$ cat config.mk
export PLATFORM = sky130hd
export DESIGN_NAME = laser_scan_sched
export DESIGN_NICKNAME = d
export VERILOG_FILES = /design/src/rtl/laser_scan_sched.sv
export SDC_FILE = /design/constraint.sdc
export NUM_CORES = 1
export LEC_CHECK = 0
export CORE_AREA = 10 10 81 83
export CTS_BUF_LIST = sky130_fd_sc_hd__clkbuf_4 sky130_fd_sc_hd__clkbuf_8 sky130_fd_sc_hd__clkbuf_16
export DETAILED_ROUTE_END_ITERATION = 16
export DIE_AREA = 0 0 91 93
export PLACE_DENSITY = 0.78
export REMOVE_ABC_BUFFERS = 1
export SLEW_MARGIN = 25
export SYNTH_ARGS = -nofsm -noshare
export SYNTH_HDL_FRONTEND = slang
export SYNTH_SLANG_ARGS = --single-unit
$ cat constraint.sdc
create_clock -name CLK -period 4.5 [get_ports CLK]
set_clock_uncertainty 0.2 [all_clocks]
set_input_delay 1.35 -clock CLK [delete_from_list [all_inputs] [get_ports CLK]]
set_output_delay 1.35 -clock CLK [all_outputs]
set_load 0.03 [all_outputs]
$ cat src/rtl/laser_scan_sched.sv
// Scan scheduler: sweeps a candidate centre over the 16x16 grid, accumulates
// per-batch evaluator hits over 10 batches and keeps the best candidate.
module laser_scan_sched #(
  parameter int unsigned GRID    = 16,
  parameter int unsigned BATCHES = 10,
  parameter int unsigned LANES   = 4,
  parameter int unsigned CNT_W   = 6
) (
  input  logic             CLK,
  input  logic             RST,
  input  logic             start,
  input  logic [1:0]       mode,
  input  logic [3:0]       fix_x,
  input  logic [3:0]       fix_y,
  input  logic [2:0]       hit_cnt,
  output logic [3:0]       c1x,
  output logic [3:0]       c1y,
  output logic [3:0]       c2x,
  output logic [3:0]       c2y,
  output logic [3:0]       batch_idx,
  output logic             shift_en,
  output logic             busy,
  output logic [3:0]       best_x,
  output logic [3:0]       best_y,
  output logic [CNT_W-1:0] best_num,
  output logic             done
);

  localparam int unsigned CW = 4;
  localparam int unsigned HW = 3;

  localparam logic [1:0] MODE_FIRST = 2'd0;
  localparam logic [1:0] MODE_C1    = 2'd1;
  localparam logic [1:0] MODE_C2    = 2'd2;
  localparam logic [1:0] MODE_RSVD  = 2'd3;

  typedef enum logic [1:0] {IDLE, SCAN, REPORT} state_t;

  state_t           state, state_nxt;
  logic [1:0]       mode_q;
  logic [CW-1:0]    fix_x_q, fix_y_q;
  logic [CW-1:0]    cand_x, cand_y;
  logic [CNT_W-1:0] acc;

  logic             last_batch, last_cand, start_ok;
  logic [HW-1:0]    hit_eff;
  logic [CNT_W-1:0] total;

  assign last_batch = (batch_idx == CW'(BATCHES - 1));
  assign last_cand  = (cand_x == CW'(GRID - 1)) && (cand_y == CW'(GRID - 1));
  assign start_ok   = start && (mode != MODE_RSVD);
  // Evaluators can report up to 7; a batch never holds more than LANES hits.
  assign hit_eff    = (hit_cnt > HW'(LANES)) ? HW'(LANES) : hit_cnt;
  assign total      = acc + CNT_W'(hit_eff);

  always_ff @(posedge CLK) begin
    if (RST) state <= IDLE;
    else     state <= state_nxt;
  end

  // Next state plus centre/shift decode (state and registers only).
  always_comb begin
    state_nxt = state;
    c1x       = '0;
    c1y       = '0;
    c2x       = '0;
    c2y       = '0;
    shift_en  = 1'b0;
    case (state)
      IDLE: begin
        if (start_ok) state_nxt = SCAN;
      end
      SCAN: begin
        shift_en = 1'b1;
        case (mode_q)
          MODE_C1: begin
            c1x = cand_x;  c1y = cand_y;
            c2x = fix_x_q; c2y = fix_y_q;
          end
          MODE_C2: begin
            c1x = fix_x_q; c1y = fix_y_q;
            c2x = cand_x;  c2y = cand_y;
          end
          default: begin
            c1x = cand_x;  c1y = cand_y;
            c2x = cand_x;  c2y = cand_y;
          end
        endcase
        if (last_batch && last_cand) state_nxt = REPORT;
      end
      REPORT: state_nxt = IDLE;
      default: state_nxt = IDLE;
    endcase
  end

  // Counters, accumulator, best tracking and registered status outputs.
  always_ff @(posedge CLK) begin
    if (RST) begin
      mode_q    <= MODE_FIRST;
      fix_x_q   <= '0;
      fix_y_q   <= '0;
      cand_x    <= '0;
      cand_y    <= '0;
      batch_idx <= '0;
      acc       <= '0;
      best_x    <= '0;
      best_y    <= '0;
      best_num  <= '0;
      busy      <= 1'b0;
      done      <= 1'b0;
    end else begin
      busy <= (state_nxt != IDLE);
      done <= (state_nxt == REPORT);
      case (state)
        IDLE: begin
          if (start_ok) begin
            mode_q    <= mode;
            fix_x_q   <= fix_x;
            fix_y_q   <= fix_y;
            cand_x    <= '0;
            cand_y    <= '0;
            batch_idx <= '0;
            acc       <= '0;
            best_num  <= '0;
          end
        end
        SCAN: begin
          if (!last_batch) begin
            acc       <= total;
            batch_idx <= batch_idx + CW'(1);
          end else begin
            // >= lets the later raster candidate win ties.
            if (total >= best_num) begin
              best_x   <= cand_x;
              best_y   <= cand_y;
              best_num <= total;
            end
            acc       <= '0;
            batch_idx <= '0;
            if (cand_x == CW'(GRID - 1)) begin
              cand_x <= '0;
              cand_y <= cand_y + CW'(1);
            end else begin
              cand_x <= cand_x + CW'(1);
            end
          end
        end
        default: ;
      endcase
    end
  end

  wire unused_mode = (mode_q == MODE_C2);

endmodule

==> qor.csv <==
stage,metric,value,unit
run_status,status,"complete, no violations",
layout,Layout Nets,362,
clock_tree,Clock Pin Slew Worst Setup and Hold Paths,0.08,ns
sta,max-slew violation count,0,
grt,first-pass GRT wire length,9680,µm
route,WL/cell,14.34,µm
setup_path,endpoint class of the critical path,flop,
placement,number of instances in the placed design,395,
grt,largest net degree at the start of global routing,32,
sta,# setup viols final,0,
logic_synthesis,cell count after synthesis,282,
grt,number of global-route vias before repair,2140,
layout,area delta synth->final,27.10,%
power_and_ir_drop,worst IR drop on VDD,0.0001707,V
grt,global-route usage over all layers,0.1346,
sta,Max-Slew Margin vs Limit,0.5115,
setup_path,critical path launch point type,input port,
placement,gpl congestion,0.8071,
clock_tree,CTS Hold Bufs,0,
grt,gr ovfl total,0,
sta,RSZ-0062 raised after global routing,false,
sta,"Hold Vio Cnt, Final",0,
logic_synthesis,async set or reset register ratio after synthesis,0,
logic_synthesis,ys flop type,dfxtp_1,
setup_path,crit-path cells,"clkdlybuf4s50_1, nor2b_1, ha_1, a211oi_1, nor2_1, xor2_1, ha_1, a21oi_1, o221ai_4, and2_1, a31o_1",
clock_tree,clock latency on the worst-skew pair,0.29,ns
route,drt via density,5.203,
setup_path,crit path max fanout,9,
logic_synthesis,commonest cells in the netlist,"53 x nor2_1, 46 x dfxtp_1, 32 x mux2i_1, 23 x nand2_1, 22 x a21oi_1",
floorplan,Initial Util,0.4930,
route,DRC violations left,0,
logic_synthesis,sequential fraction of the synthesis area,0.3728,
floorplan,Site Rows,26,
clock_tree,Bufs on Longest Clock Path,2,
clock_tree,clock root buffer master,clkbuf_8,
sta,worst slew pin tran,0.7301,ns
layout,final std cells w/o fill,403,
setup_path,WS Path Type,in -> reg,
logic_synthesis,Post-Synthesis Cell Area,2470,µm²
route,Post-Route WL,5778,µm
sta,Tcrit/Tclk final,0.9380,
placement,"worst slack, placed",-0.01804,ns
floorplan,die area,8463,µm²
floorplan,die height,93,µm
job,max-cap violation count,0,
route,Iter 0 DRT Violations,98,
layout,Post-Layout Inst Area,3139,µm²
logic_synthesis,"area leader, netlist",dfxtp_1,
clock_tree,Num CTS Buffers,5,
power_and_ir_drop,Power per Cell Area,264.7,nW/µm²
clock_tree,quantity of gates resized following cts,0,
setup_path,Critical-path top delay cell,clkdlybuf4s50_1,
grt,initial antenna violation count,0,
clock_tree,clock sink count,46,
sta,Setup WS post-layout,0.2788,ns
placement,Post-DP HPWL,4399,µm
sta,Hold Slack,0.2843,ns
min_path,worst hold path type,reg -> reg,
logic_synthesis,Post-synth EDFFs,0,
placement,placed inst area,3044,µm²
logic_synthesis,yosys warns,0,
power_and_ir_drop,leakage dissipation,1.237,nW
setup_path,"Largest stage delay, worst path",0.45,ns
clock_tree,TritonCTS clock tree,yes,
logic_synthesis,synthesis-stage register bit count,46,
setup_path,crit path DAT,4.20,ns
setup_path,Crit path max-delay family,compound AO/OA/AOI/OAI gates,
placement,input/output buffers,52,
clock_tree,Setup Buffers After CTS,0,
logic_synthesis,"Avg Cell Area, Syn",8.758,µm²
setup_path,WP data required,4.48,ns
layout,largest registers,"acc: 6 flops, best_num: 6 flops",
sta,post-route minimum period,4.221,ns
layout,Inserted Diodes,0,
route,final antenna-violating net count,0,
floorplan,die width,91,µm
logic_synthesis,top cell type's share of synthesized area,0.3728,
logic_synthesis,dominant cells by area after synthesis,"dfxtp_1 37%, mux2i_1 13%, nor2_1 8.1%, ha_1 6.6%, a21oi_1 4.5%",
layout,layout cells sized above 1,0.07207,
sta,Max Fclk,0.2369,GHz
sta,setup TNS,0,ns
logic_synthesis,library cells used by synthesis,46,
floorplan,Core Box Area,5010,µm²
setup_path,crit path buf inv count,1,
route,Via Count,2097,
setup_path,CP most frequent cell,ha_1,
logic_synthesis,cell with the most instances after synthesis,nor2_1,
floorplan,I/O pin total,53,
route,drt pass-1 iters,4,
layout,Final Util,0.6266,
power_and_ir_drop,Overall Power,0.8310,mW
clock_tree,htree depth,2,
per-layer routing:
layer / GRT usage / up-vias / part of all wire
li1: - / 1082 / -
met5: 0 / - / 0
met4: 0.02872 / 0 / 0.0092
met1: 0.1448 / 975 / 0.41
met3: 0.03837 / 6 / 0.045
met2: 0.2554 / 34 / 0.53
kinds of logic after synthesis:
| group | share of synthesized area |
|---|---|
| and+or+nand+nor | 0.2006 |
| buffers and inverters | 0.04812 |
| adders and majority gates | 0.07396 |
| muxes | 0.1297 |
| AOI/OAI and AO/OA | 0.1571 |
| DFF | 0.3728 |
| xor gates and xnor gates | 0.01773 |
cells in the final DEF, fill, tap and decap left out, types with 4 or more instances in the layout:
cell | netlist | routed
nor2_1 | 53 | 53
clkdlybuf4s50_1 | 0 | 52
dfxtp_1 | 46 | 46
mux2i_1 | 32 | 32
nand2_1 | 23 | 23
a21oi_1 | 22 | 22
ha_1 | 13 | 13
inv_1 | 8 | 8
a31o_1 | 8 | 8
nand3_1 | 6 | 6
clkbuf_8 | 0 | 6
buf_4 | 0 | 6
o21ai_0 | 5 | 5
a22oi_1 | 5 | 5
nor2b_1 | 4 | 4
worst paths after layout:
check | slack (ns) | endpoint | startpoint | cells past startpoint
min reg2reg | 0.28 | best_num[4] | best_num[4] | 2
min | 0.28 | best_num[4] | best_num[4] | 2
max reg2reg | 1.63 | best_x[3] | acc[1] | 9
max | 0.28 | best_x[3] | hit_cnt[2] | 11
cell type report:
class | instances | area, µm²
clock buffers | 7 | 90.09
clock inverters | 1 | 5.005
fillers | 459 | 1871
inverters | 10 | 40.04
multi-input cells | 211 | 1430
flip-flops and latches | 46 | 920.9
well taps | 70 | 87.58
repair buffers | 58 | 565.5
worst reg2reg max path: stages (launching register included):
cell and delay (ns):
dfxtp_1 0.41, ha_1 0.26, a211oi_1 0.31, nor2_1 0.13
xor2_1 0.20, ha_1 0.28, a21oi_1 0.24, o221ai_4 0.17
and2_1 0.29, a31o_1 0.26
report_power, final:
part | switching, mW | leakage (nW) | internal, mW | total, mW
Combinational | 0.0811 | 0.812 | 0.0623 | 0.143
Sequential | 0.00911 | 0.373 | 0.417 | 0.427
Clock | 0.131 | 0.0517 | 0.130 | 0.261
Total | 0.221 | 1.24 | 0.610 | 0.831
(Power assumes the default switching activity.)
